File: src/rtl/imm_ext_pkg.sv
// Shared mode encoding for the immediate-extension pipeline.
package imm_ext_pkg;

  typedef logic [1:0] ext_mode_t;

  localparam ext_mode_t EXT_SIGN   = 2'b00;
  localparam ext_mode_t EXT_ZERO   = 2'b01;
  localparam ext_mode_t EXT_UPPER  = 2'b10;
  localparam ext_mode_t EXT_BRANCH = 2'b11;

endpackage

File: src/rtl/imm_ext_stage.sv
// One valid/data register slice of the extension pipeline.
// en means "this slice is empty or its content advances this cycle".
module imm_ext_stage #(
  parameter int W = 32
) (
  input  logic         clk,
  input  logic         rst,
  input  logic         flush,
  input  logic         en,
  input  logic         v_in,
  input  logic [W-1:0] d_in,
  output logic         v,
  output logic [W-1:0] d
);

  always_ff @(posedge clk) begin
    if (rst) begin
      v <= 1'b0;
      d <= '0;
    end else if (flush) begin
      v <= 1'b0;
    end else if (en) begin
      v <= v_in;
      if (v_in) d <= d_in;
    end
  end

endmodule

File: src/rtl/imm_extend_pipe.sv
// Pipelined immediate extension (sign/zero/upper/branch) behind DEPTH valid/ready stages.
// Define IMM_EXT_ZERO_FLAG_EN to add the registered all-zero flag output Ext_Zero.
module imm_extend_pipe
  import imm_ext_pkg::*;
#(
  parameter int IN_W  = 16,
  parameter int OUT_W = 32,
  parameter int DEPTH = 1
) (
  input  logic             Clk,
  input  logic             Rst,
  input  logic             Flush,
  input  logic             In_Valid,
  output logic             In_Ready,
  input  logic [IN_W-1:0]  Immed_In,
  input  ext_mode_t        Ext_Mode,
  output logic             Out_Valid,
  input  logic             Out_Ready,
`ifdef IMM_EXT_ZERO_FLAG_EN
  output logic             Ext_Zero,
`endif
  output logic [OUT_W-1:0] Ext_Immed_Out
);

`ifdef IMM_EXT_ZERO_FLAG_EN
  localparam int SW = OUT_W + 1;
`else
  localparam int SW = OUT_W;
`endif
  localparam int PAD = OUT_W - IN_W;

  if (OUT_W < IN_W + 2) begin : g_bad_width
    $error("imm_extend_pipe: OUT_W must be at least IN_W+2");
  end
  if (DEPTH < 1 || DEPTH > 4) begin : g_bad_depth
    $error("imm_extend_pipe: DEPTH must be in 1..4");
  end

  logic [OUT_W-1:0] sext;
  logic [OUT_W-1:0] ext;
  logic [SW-1:0]    stage_in;
  logic [DEPTH-1:0] v;
  logic [DEPTH-1:0] adv;
  logic [SW-1:0]    d [DEPTH];

  assign sext = {{PAD{Immed_In[IN_W-1]}}, Immed_In};

  always_comb begin
    ext = sext;
    case (Ext_Mode)
      EXT_SIGN:   ext = sext;
      EXT_ZERO:   ext = {{PAD{1'b0}}, Immed_In};
      EXT_UPPER:  ext = {Immed_In, {PAD{1'b0}}};
      EXT_BRANCH: ext = {sext[OUT_W-3:0], 2'b00};
      default:    ext = sext;
    endcase
  end

`ifdef IMM_EXT_ZERO_FLAG_EN
  assign stage_in = {(ext == '0), ext};
`else
  assign stage_in = ext;
`endif

  // The recursive advance chain unrolls to: a full stage moves when the output
  // drains or any later stage is empty; computed flat to avoid a comb chain.
  always_comb begin
    logic hole;
    adv  = '0;
    hole = 1'b0;
    for (int k = 0; k < DEPTH; k++) begin
      hole = Out_Ready;
      for (int j = k + 1; j < DEPTH; j++) hole = hole | !v[j];
      adv[k] = v[k] & hole;
    end
  end

  for (genvar k = 0; k < DEPTH; k++) begin : g_stage
    logic          v_in;
    logic [SW-1:0] d_in;
    if (k == 0) begin : g_head
      assign v_in = In_Valid;
      assign d_in = stage_in;
    end else begin : g_link
      assign v_in = v[k-1];
      assign d_in = d[k-1];
    end
    imm_ext_stage #(.W(SW)) u_stage (
      .clk   (Clk),
      .rst   (Rst),
      .flush (Flush),
      .en    (!v[k] | adv[k]),
      .v_in  (v_in),
      .d_in  (d_in),
      .v     (v[k]),
      .d     (d[k])
    );
  end

  assign In_Ready      = !v[0] | adv[0];
  assign Out_Valid     = v[DEPTH-1];
  assign Ext_Immed_Out = d[DEPTH-1][OUT_W-1:0];
`ifdef IMM_EXT_ZERO_FLAG_EN
  assign Ext_Zero      = d[DEPTH-1][OUT_W];
`endif

endmodule

File: config.mk
export PLATFORM = sky130hd
export DESIGN_NAME = imm_extend_pipe
export DESIGN_NICKNAME = d
export VERILOG_FILES = /design/src/rtl/imm_ext_pkg.sv /design/src/rtl/imm_ext_stage.sv /design/src/rtl/imm_extend_pipe.sv
export SDC_FILE = /design/constraint.sdc
export NUM_CORES = 1
export LEC_CHECK = 0
export CAP_MARGIN = 10
export CORE_AREA = 10 10 74 76
export CTS_CLUSTER_SIZE = 16
export DETAILED_ROUTE_END_ITERATION = 10
export DIE_AREA = 0 0 84 86
export GPL_ROUTABILITY_DRIVEN = 1
export GPL_TIMING_DRIVEN = 1
export PLACE_DENSITY_LB_ADDON = 0.12
export SYNTH_ARGS = -nofsm -noshare
export SYNTH_HDL_FRONTEND = slang
export SYNTH_SLANG_ARGS = --single-unit
File: constraint.sdc
create_clock -name Clk -period 1.2 [get_ports Clk]
set_clock_uncertainty 0.2 [all_clocks]
set_input_delay 0.24 -clock Clk [delete_from_list [all_inputs] [get_ports Clk]]
set_output_delay 0.24 -clock Clk [all_outputs]
set_load 0.05 [all_outputs]
==> impl_metrics.yaml <==
outcome:
  status: "complete, but fails checks"
  violations: "setup timing"
global_route:
  grt_pass1_vias: 1973
  grt.overflow.total: 0
  grt_max_degree: 34
  antenna_found_initial: 0
  grt_usage_pct: 18.3
  grt_first_pass_wirelength_mm: 10.7
clocking:
  cts_buffers: 5
  htreeDepth: 2
  cts_hold_buffers: 0
  cts_tree: "yes"
  clk_latency_ns: 0.29
  path_clk_slew_ns: 0.07
  clockBufferDepth: 2
  clkSinkCount: 33
  root_buffer: "clkbuf_8"
place:
  portBuffers: 56
  dp_hpwl_mm: 3.68
  place.gp.congestion: 0.871
floorplan:
  core-area_sq_um: 3970
  die_w_microns: 84
  dieArea_sq_um: 7220
  start_util_pct: 38.7
  die_y_microns: 86
  io-pin-count: 57
  num_rows: 23
layout:
  final_common_cell: "buf_4"
  n_antenna_cell: 0
  drive_gt1_share_pct: 68.1
  layout.nets: 307
  area_growth_pct: 131
  fill_cells: 163
  utilization_pct: 89.4
  final_cell_mix: "44 x buf_4, 40 x buf_12, 20 x a211oi_2"
timing:
  grt_setup_unrepaired: "true"
  fin_crit_sh_pct: 139
  hold_viol_final: 0
  fin_ws_ns: -0.469
  totalNegativeSetupSlack_ns: -13.95
  fmax_mhz: 599
  finalSetupViolCount: 67
  holdWs_ns: 0.196
  drv_slew: 0
  final.min_clock_period_ns: 1.67
  tightestPinTransition_ns: 0.330
  max-slew-margin-rel_pct: 77.9
logic_synthesis:
  synth_top_family_by_area: "compound AO/OA/AOI/OAI gates"
  syn_area_per_cell_sq_um: 8.77
  synth_area_sq_um: 1540
  synth_xor_area_share_pct: 0.570
  synth_adder_area_share_pct: 0
  synth_warnings: 0
  synthMuxAreaShare_pct: 0
  syn-num-nets: 198
  synthSimpleGateAreaFrac_pct: 15.2
  synth_seq_cells: 33
  ys_seq_area_share_pct: 43.0
  synth_cell_types: 28
  synth_compound_area_share_pct: 33.7
  synthesis.instances: 175
min_path:
  hold_class: "input port to flop"
  hold_start: "Flush"
route:
  drc: 0
  ant_nets: 0
  vias: 1900
  viasPerCell: 5.67
  wire_per_inst_microns: 23.3
  firstDrtPassIters: 4
  wl_mm: 7.81
  first_iter_violations: 155
pwr:
  leakage_nw: 1.37
  peakVddDrop_mv: 0.932
  power_density_nw_per_um2: 971
  totalPowerFinal_mw: 3.45
worst_setup_path:
  arrival_ns: 1.65
  path_class: "flop to flop"
  r2r_start: "g_stage[0].u_stage.v"
  cp-startpoint: "g_stage[0].u_stage.v"
  cp.required_ns: 1.18
  cp-end-kind: "flop"
  critPathMaxFanout: 5
  start_kind: "flop"
flow_run:
  max_cap_violations: 0
power by group:
group	switching (mW)	total [mW]	internal [mW]
sequential	0.0856	1.25	1.17
combinational	0.659	1.34	0.679
clock	0.453	0.856	0.402
layout make-up:
| class | count | area (sq um) | share of cell area [%] |
|---|---|---|---|
| Clock buffer | 6 | 72.6 | 2.04 |
| Clock inverter | 2 | 10.0 | 0.282 |
| Inverter | 2 | 12.5 | 0.352 |
| Multi-Input combinational cell | 123 | 1080 | 30.6 |
| Sequential cell | 33 | 737 | 20.8 |
| Tap cell | 50 | 62.6 | 1.76 |
| Timing Repair Buffer | 119 | 1570 | 44.2 |
through the flow:
| stage | setup slack (ns) | cell area, sq um | std cells |
|---|---|---|---|
| after floorplan | -0.235 | 1580 | 175 |
| after CTS | -0.437 | 3250 | 323 |
| after global placement | -0.958 | 2630 | 285 |
| after global routing | -0.484 | 3550 | 335 |
| final | -0.469 | 3550 | 335 |
| after detailed placement | -1.04 | 2630 | 285 |
what timing repair did:
| item | in CTS | in global routing |
|---|---|---|
| pin swaps | 20 | 6 |
| gates resized for setup | 84 | 41 |
| setup buffers | 25 | 12 |
| gates cloned | 5 | 0 |
| setup endpoints to repair | 66 | 67 |
layer usage:
| metal | vias up | GRT usage [%] | wire (microns) |
|---|---|---|---|
| met3 | 26 | 6.62 | 561 |
| met2 | 95 | 32.5 | 3940 |
| met4 | 0 | 7.91 | 278 |
| met1 | 929 | 19.0 | 3030 |
| li1 | 850 | - | - |
| met5 | - | 0 | 0 |
Yosys cell counts, drive strengths merged:
cell type	instances	share of area [%]
a21oi	45	15
dfxtp	33	43
a211oi	28	15
nand2	17	4.2
buf	13	5.7
nor2b	11	5.0
and2b	5	2.6
clkbuf	5	1.3
o21ai	3	0.98
a311oi	2	1.5
inv	2	0.49
nand2b	2	0.98
nand4b	2	1.1
nor2	2	0.49
a21o	1	0.49
and2	1	0.49
nor3	1	0.33
o2111ai	1	0.57
xnor2	1	0.57
final timing paths:
check                                   to  slack, ns  depth (start not counted)
setup / recovery  g_stage[0].u_stage.d[14]      -0.47                          8
hold / removal        g_stage[0].u_stage.v       0.20                          3
setup reg to reg  g_stage[0].u_stage.d[14]      -0.47                          8
hold reg to reg   g_stage[0].u_stage.d[26]       0.35                          2
worst max-delay path, cell delays in order, from the launching register on:
cell      delay (ns)
dfxtp_4         0.34
nor2b_4         0.13
buf_6           0.12
inv_6           0.06
buf_12          0.10
buf_4           0.16
buf_16          0.14
a21oi_2         0.06
a211oi_1        0.24
cells by family after synthesis:
group | after synthesis
AO/OA/AOI/OAI | 80
XOR/XNOR | 1
buffers and inverters | 20
flip-flops | 33
AND/OR/NAND/NOR | 41
state kept, by name, indices dropped and copies added (netlist names):
| register | count |
|---|---|
| g_stage.u_stage.d | 32 |
| g_stage.u_stage.v | 1 |
Power figures use the tool's default switching activity.
